[src/rtl/vdc_pkg.sv]
// Shared types and sizes for the VTL video RAM arbiter.
package vdc_pkg;
  localparam int VRAM_AW = 14;
  localparam int VRAM_DW = 8;

  typedef enum logic [1:0] {
    IDLE   = 2'd0,
    ISSUE  = 2'd1,
    RDWAIT = 2'd2,
    DONE   = 2'd3
  } cpu_state_t;
endpackage

[src/rtl/vdc_wbuf.sv]
// One-entry posted CPU write buffer; holds a write until a free RAM slot drains it.
module vdc_wbuf
  import vdc_pkg::*;
#(
  parameter int AW = VRAM_AW,
  parameter int DW = VRAM_DW
) (
  input  logic          clk,
  input  logic          rst_n,
  input  logic          load,
  input  logic          drain,
  input  logic [AW-1:0] addr,
  input  logic [DW-1:0] wdata,
  output logic          full,
  output logic [AW-1:0] buf_addr,
  output logic [DW-1:0] buf_wdata
);
  always_ff @(posedge clk or negedge rst_n) begin
    if (!rst_n) begin
      full      <= 1'b0;
      buf_addr  <= '0;
      buf_wdata <= '0;
    end else if (load) begin
      full      <= 1'b1;
      buf_addr  <= addr;
      buf_wdata <= wdata;
    end else if (drain) begin
      full <= 1'b0;
    end
  end
endmodule

[src/rtl/vdc_ram_arbiter.sv]
// Video/CPU arbiter for the single-port 16 KB video RAM; video fetches always win.
// Define VDC_WRITE_BUFFER_EN to post CPU writes through a 1-entry buffer.
module vdc_ram_arbiter
  import vdc_pkg::*;
#(
  parameter int AW = VRAM_AW,
  parameter int DW = VRAM_DW
) (
  input  logic          F14M,
  input  logic          RESET_N,
  input  logic          vid_req,
  input  logic [AW-1:0] vid_addr,
  output logic [DW-1:0] vid_data,
  output logic          vid_valid,
  input  logic          cpu_req,
  input  logic          cpu_wr,
  input  logic [AW-1:0] cpu_addr,
  input  logic [DW-1:0] cpu_wdata,
  output logic [DW-1:0] cpu_rdata,
  output logic          cpu_wait,
  output logic [AW-1:0] ram_addr,
  output logic          ram_we,
  output logic [DW-1:0] ram_wdata,
  input  logic [DW-1:0] ram_q
);
  localparam int VID_STAGES = 1;

  cpu_state_t          state;
  logic [VID_STAGES:0] vld_pipe;
  logic                cpu_go;
  logic                cpu_post;

`ifdef VDC_WRITE_BUFFER_EN
  logic          wb_full;
  logic          wb_drain;
  logic [AW-1:0] wb_addr;
  logic [DW-1:0] wb_wdata;

  // Writes never touch the port from the FSM; reads wait behind a full buffer.
  assign cpu_post = (state == IDLE) && cpu_req && cpu_wr && !wb_full;
  assign wb_drain = wb_full && !vid_req;
  assign cpu_go   = (state == IDLE) && cpu_req && !cpu_wr && !wb_full && !vid_req;

  vdc_wbuf #(.AW(AW), .DW(DW)) u_wbuf (
    .clk       (F14M),
    .rst_n     (RESET_N),
    .load      (cpu_post),
    .drain     (wb_drain),
    .addr      (cpu_addr),
    .wdata     (cpu_wdata),
    .full      (wb_full),
    .buf_addr  (wb_addr),
    .buf_wdata (wb_wdata)
  );
`else
  assign cpu_post = 1'b0;
  assign cpu_go   = (state == IDLE) && cpu_req && !vid_req;
`endif

  assign cpu_wait = cpu_req && (state != DONE);

  always_ff @(posedge F14M or negedge RESET_N) begin
    if (!RESET_N) begin
      state     <= IDLE;
      cpu_rdata <= '0;
    end else begin
      case (state)
        IDLE: begin
          if (cpu_post)    state <= DONE;
          else if (cpu_go) state <= ISSUE;
        end
        ISSUE:  state <= cpu_wr ? DONE : RDWAIT;
        RDWAIT: begin
          cpu_rdata <= ram_q;
          state     <= DONE;
        end
        DONE:    if (!cpu_req) state <= IDLE;
        default: state <= IDLE;
      endcase
    end
  end

  // One access per edge: video, then buffered write, then CPU.
  always_ff @(posedge F14M or negedge RESET_N) begin
    if (!RESET_N) begin
      ram_addr  <= '0;
      ram_we    <= 1'b0;
      ram_wdata <= '0;
    end else begin
      ram_we <= 1'b0;
      if (vid_req) begin
        ram_addr <= vid_addr;
      end
`ifdef VDC_WRITE_BUFFER_EN
      else if (wb_drain) begin
        ram_addr  <= wb_addr;
        ram_we    <= 1'b1;
        ram_wdata <= wb_wdata;
      end
`endif
      else if (cpu_go) begin
        ram_addr  <= cpu_addr;
        ram_we    <= cpu_wr;
        ram_wdata <= cpu_wdata;
      end
    end
  end

  // Tag pipeline: a video read issued at E0 returns on ram_q after E1.
  always_ff @(posedge F14M or negedge RESET_N) begin
    if (!RESET_N) begin
      vld_pipe  <= '0;
      vid_valid <= 1'b0;
      vid_data  <= '0;
    end else begin
      vld_pipe  <= {vld_pipe[VID_STAGES-1:0], vid_req};
      vid_valid <= vld_pipe[VID_STAGES];
      if (vld_pipe[VID_STAGES]) vid_data <= ram_q;
    end
  end
endmodule

[config.mk]
export PLATFORM = sky130hd
export DESIGN_NAME = vdc_ram_arbiter
export DESIGN_NICKNAME = d
export VERILOG_FILES = /design/src/rtl/vdc_pkg.sv /design/src/rtl/vdc_wbuf.sv /design/src/rtl/vdc_ram_arbiter.sv
export SDC_FILE = /design/constraint.sdc
export NUM_CORES = 1
export LEC_CHECK = 0
export CORE_MARGIN = 10
export CORE_UTILIZATION = 40
export CTS_CLUSTER_SIZE = 14
export DETAILED_ROUTE_END_ITERATION = 8
export GPL_TIMING_DRIVEN = 0
export PLACE_DENSITY = 0.79
export SYNTH_ARGS = -nofsm -noshare
export SYNTH_HDL_FRONTEND = slang
export SYNTH_SLANG_ARGS = --single-unit
[constraint.sdc]
create_clock -name F14M -period 2.1 [get_ports F14M]
set_clock_uncertainty 0.1 [all_clocks]
set_input_delay 0.63 -clock F14M [delete_from_list [all_inputs] [get_ports F14M]]
set_output_delay 0.63 -clock F14M [all_outputs]
set_load 0.01 [all_outputs]
* After elaboration in Yosys (flattened, before gate mapping)
Index checks and enable logic that the tools add are counted.
** Word-level totals
- Flip-flop bits (word level) :: 44
- Input port bits :: 49
- Output and inout port bits :: 41
- Logic and storage cells :: 31
** Cells by class
- Equality and inequality tests :: 6
- Muxes and demuxes :: 8
- Bitwise operators :: 1
- Reduce and logical (&&, ||, !) cells :: 8
** Operators with widths (count)
- two-way mux 14 bit :: 2
- case mux 2 bit (4 select lines) :: 1
- != test 2 bit, second input constant :: 3
- equality test 2 bit, second input constant :: 2
- two-way mux 2 bit :: 2
- AND reduction 2 bit :: 2
- logical AND 1 bit :: 3
- two-way mux 1 bit :: 3
- equality test 2 x 1 -> 1 bit, second input constant :: 1
- zero test 2 bit :: 1
- nonzero test 2 bit :: 1
- zero test 1 bit :: 1
- NOT 1 bit :: 1

* Longest topological paths before layout
Gate-level depths: netlist (run 1).
- Depth after elaboration :: 5
- Gate-level depth with buffers :: 6
- Gate-level depth less buffers :: 5

* Worst setup path before layout (run 1)
OpenSTA, ideal clock, no wires.
- Path kind :: input-to-reg
- From :: input vid_req
- To :: register state[1]
- Library setup time :: 0.125 ns
- Arrival time :: 1.432 ns
- Required time :: 1.875 ns
- Setup slack :: 0.443 ns
- Cell stages on the path :: 4
- Buffers on the path :: 1
- Cells stage by stage :: buf_6 > nand2b_1 > a22oi_1 > mux2_2
** On the way
- Longest elaborated chain between the ends :: 4
** RTL lines
- start, declared :: line vdc_ram_arbiter.sv:11 : input logic vid_req,
- zero test 1 bit :: line vdc_ram_arbiter.sv:57 : assign cpu_go = (state == IDLE) && cpu_req && !vid_req;
- logical AND 1 bit :: line vdc_ram_arbiter.sv:57
- != test 2 bit (no source line)
- AND reduction 2 bit (no source line)
- end signal, assigned :: line vdc_ram_arbiter.sv:72 : ISSUE: state <= cpu_wr ? DONE : RDWAIT;
- end, declared :: line vdc_ram_arbiter.sv:28 : cpu_state_t state;
No other way between the ends.
A chain may end at the register's enable or synchronous reset.

* Worst setup path in the final report (run 1)
- From :: register ram_addr[5]
- To :: output ram_addr[5]
** RTL lines
- start, declared :: line vdc_ram_arbiter.sv:21 : output logic [AW-1:0] ram_addr,
- start signal, assigned :: line vdc_ram_arbiter.sv:92 : ram_addr <= vid_addr;
- start signal, assigned :: line vdc_ram_arbiter.sv:102 : ram_addr <= cpu_addr;
No word-level cell between the ends.

==> metrics.txt, run 1 <==
status finished clean; Slew Limit Fails 0; Die Y-Extent 87.77 um; Worst EP required 1.37 ns; post-synthesis sequential area ratio 59.95%; RSZ-0062 raised after global routing no; Data arrival, critical path 1.21 ns; busiest grt layer met2; Worst-path clk slew 0.08 ns; first-pass GRT wire length 7279 um; Worst-Skew Late Latency 0.29 ns; Place WS -0.5868 ns; PwrDens 1060 mW/mm^2; CTS tree built; vias 1383; setup TNS 0 ns; # diodes 0; GP Congestion 0.7243; crit path from ram_addr[5]$_DFFE_PN0P_; critical path fanouts, max 2; Yosys warning count 0; total power 3.079 mW; worst path bufs/invs 1; Crit Path Class reg2out; slowest cell delay on critical path between 0.5 and 0.6 ns; Tot GR Track Use 11.96%; IO Port Bufs 89; drt via density 4.836; worst slew pin tran 0.4644 ns; Worst R2R Path Depth 6; die span in x 87.77 um; most common cell after layout, fill and taps aside clkdlybuf4s50_1; total of max-cap violations 0; drt total wl 4577 um; most frequent cells in the layout clkdlybuf4s50_1 (86), dfrtp_1 (44), mux2_2 (25); # setup viols final 0; row cnt 24; Clk Tree Root Cell clkbuf_8; CTS H-Tree Depth 2; CP Cell Sequence clkdlybuf4s50_1; Bufs on Longest Clock Path 2; syn_area_per_cell 13.61 um^2; Synth Register Bits 44; Post-Layout Cell Count roughly 290; post-route minimum period 1.943 ns; CP startpoint kind flip-flop; met2 Use GR between 10% and 20%; final setup margin 0.1574 ns; Net count, final 287; clock sink count 44; die area 0.007703 mm^2; vias in the first global route approximately 1500; Cells after DPL 277; DR WL/cell 16.00 um; met1 Usage GRT between 10 and 15%; slowest CP cell clkdlybuf4s50_1; initial antenna violation count 0; kind of cell adding the most delay to the critical path buffers and inverters; DRT iter0 DRCs 27; largest net degree at the start of global routing 29; met3 usage under 10%; # fillers 371; Final Hold Viols 0; Net Count, Synth 189; Synth Cell Area 0.001837 mm^2; CP Capture Type output pin; TritonRoute pass-1 iters 2; CTS buffer count 5; CP Depth 1; Peak Freq roughly 510 MHz; final worst-path cycle share 92.50%; layout cells sized above 1 a little under a fifth; Gate Count Post-Synth about 140; number of remaining DRC errors 0; Netlist cell types 20; Lkg Pwr 1.279 nW; VDD IR max 0.0004107 V; RR Startpoint state[0]$_DFFE_PN0P_; Top Ports 90; antenna viol nets, final 0; CORE AREA 0.004414 mm^2; GRT Residual Overflow 0; Worst Hold Class in2async; synth-to-layout area growth 58.11%; Initial Util 41.61%; Detail Placement HPWL ~3700 um; relative slew slack 69.04%
## flip-flops by register name (all words and copies together) (netlist names)
signal and flops:
state 2, vid_data 8, vld_pipe 2, ram_we 1
cpu_rdata 8, ram_wdata 8, vid_valid 1, ram_addr 14
## report_power, final
part / total (mW) / internal [mW] / switching [mW]
Combinational: 1.30 / 0.789 / 0.515
Sequential: 1.24 / 1.11 / 0.134
Clock: 0.533 / 0.262 / 0.271
Total: 3.08 / 2.16 / 0.920
## cell usage after synthesis
library cell   n  share of area [%]
nor2b_1        1               0.34
nand3b_4       1                1.1
mux2_2        25                 15
a2bb2oi_1      1               0.48
nand2b_1       1               0.34
buf_2          2               0.54
nor2_1         2               0.41
a22oi_1        1               0.41
dfrtp_1       44                 60
nand2_1       14                2.9
clkbuf_1       2               0.41
inv_1          3               0.61
a221oi_1       1               0.48
ha_1           5                3.4
a21oi_2        1               0.48
buf_6          1               0.61
o21ai_0       14                3.8
clkbuf_4       1               0.41
mux2i_1       14                7.6
a211oi_1       1               0.41
## kinds of logic after synthesis
group / Yosys count / synth area share [%]
AO/OA/AOI/OAI: 19 / 6.063
adder cells (fa/ha/maj): 5 / 3.406
buffers and inverters: 9 / 2.589
flip-flops: 44 / 59.95
multiplexers: 39 / 22.96
AND/OR/NAND/NOR: 19 / 5.041
## repair_timing
| action | 4_1_cts | 5_1_grt |
|---|---|---|
| endpoints found under the setup margin | 1 | 1 |
| endpoints found under the hold margin | 0 | 0 |
| pin swaps | 0 | 0 |
| buffers inserted | 0 | 1 |
| hold buffers | 0 | 0 |
| resized for setup | 4 | 2 |
## worst paths after layout
kind                                      endpoint  slack, ns
max in group asynchronous  vid_data[4]$_DFFE_PN0P_       1.26
min in group F14M            vld_pipe[1]$_DFF_PN0_       0.25
setup / recovery                       ram_addr[5]       0.16
setup reg to reg           ram_addr[6]$_DFFE_PN0P_       0.29
hold reg to reg              vld_pipe[1]$_DFF_PN0_       0.25
hold / removal             vid_data[0]$_DFFE_PN0P_       0.16
## final cells by class
class | count | area (um^2) | area share (%)
multi-input cells | 82 | 688.2 | 23.70
well taps | 52 | 65.06 | 2.240
inverters | 3 | 11.26 | 0.3878
clock inverters | 2 | 10.01 | 0.3447
plain buffers | 6 | 36.28 | 1.249
clock buffers | 6 | 82.58 | 2.844
repair buffers | 91 | 909.6 | 31.32
flip-flops and latches | 44 | 1101 | 37.91
## layer usage
metal | part of all wire, % | wire (um)
met4 | 1.0 | 47
met3 | 16 | 724
met1 | 45 | 2042
met2 | 38 | 1762
met5 | 0 | 0
## through the flow
step	hold WS (ns)	utilization [%]	area, um^2
CTS	0.1657	65.70	2900
detailed placement	0.2358	63.61	2808
global placement	0.2321	63.27	2793
global route	0.1822	65.79	2904
finish	0.1622	65.79	2904
floorplan	0.2312	-	1837
(Power assumes the default switching activity.)
==> run 2, diff against run 1 <==
Settings changed: SKIP_LAST_GASP set to 1.
==> results of run 2 <==
Same layout as run 1: the final DEF is identical, and so are final timing and power.
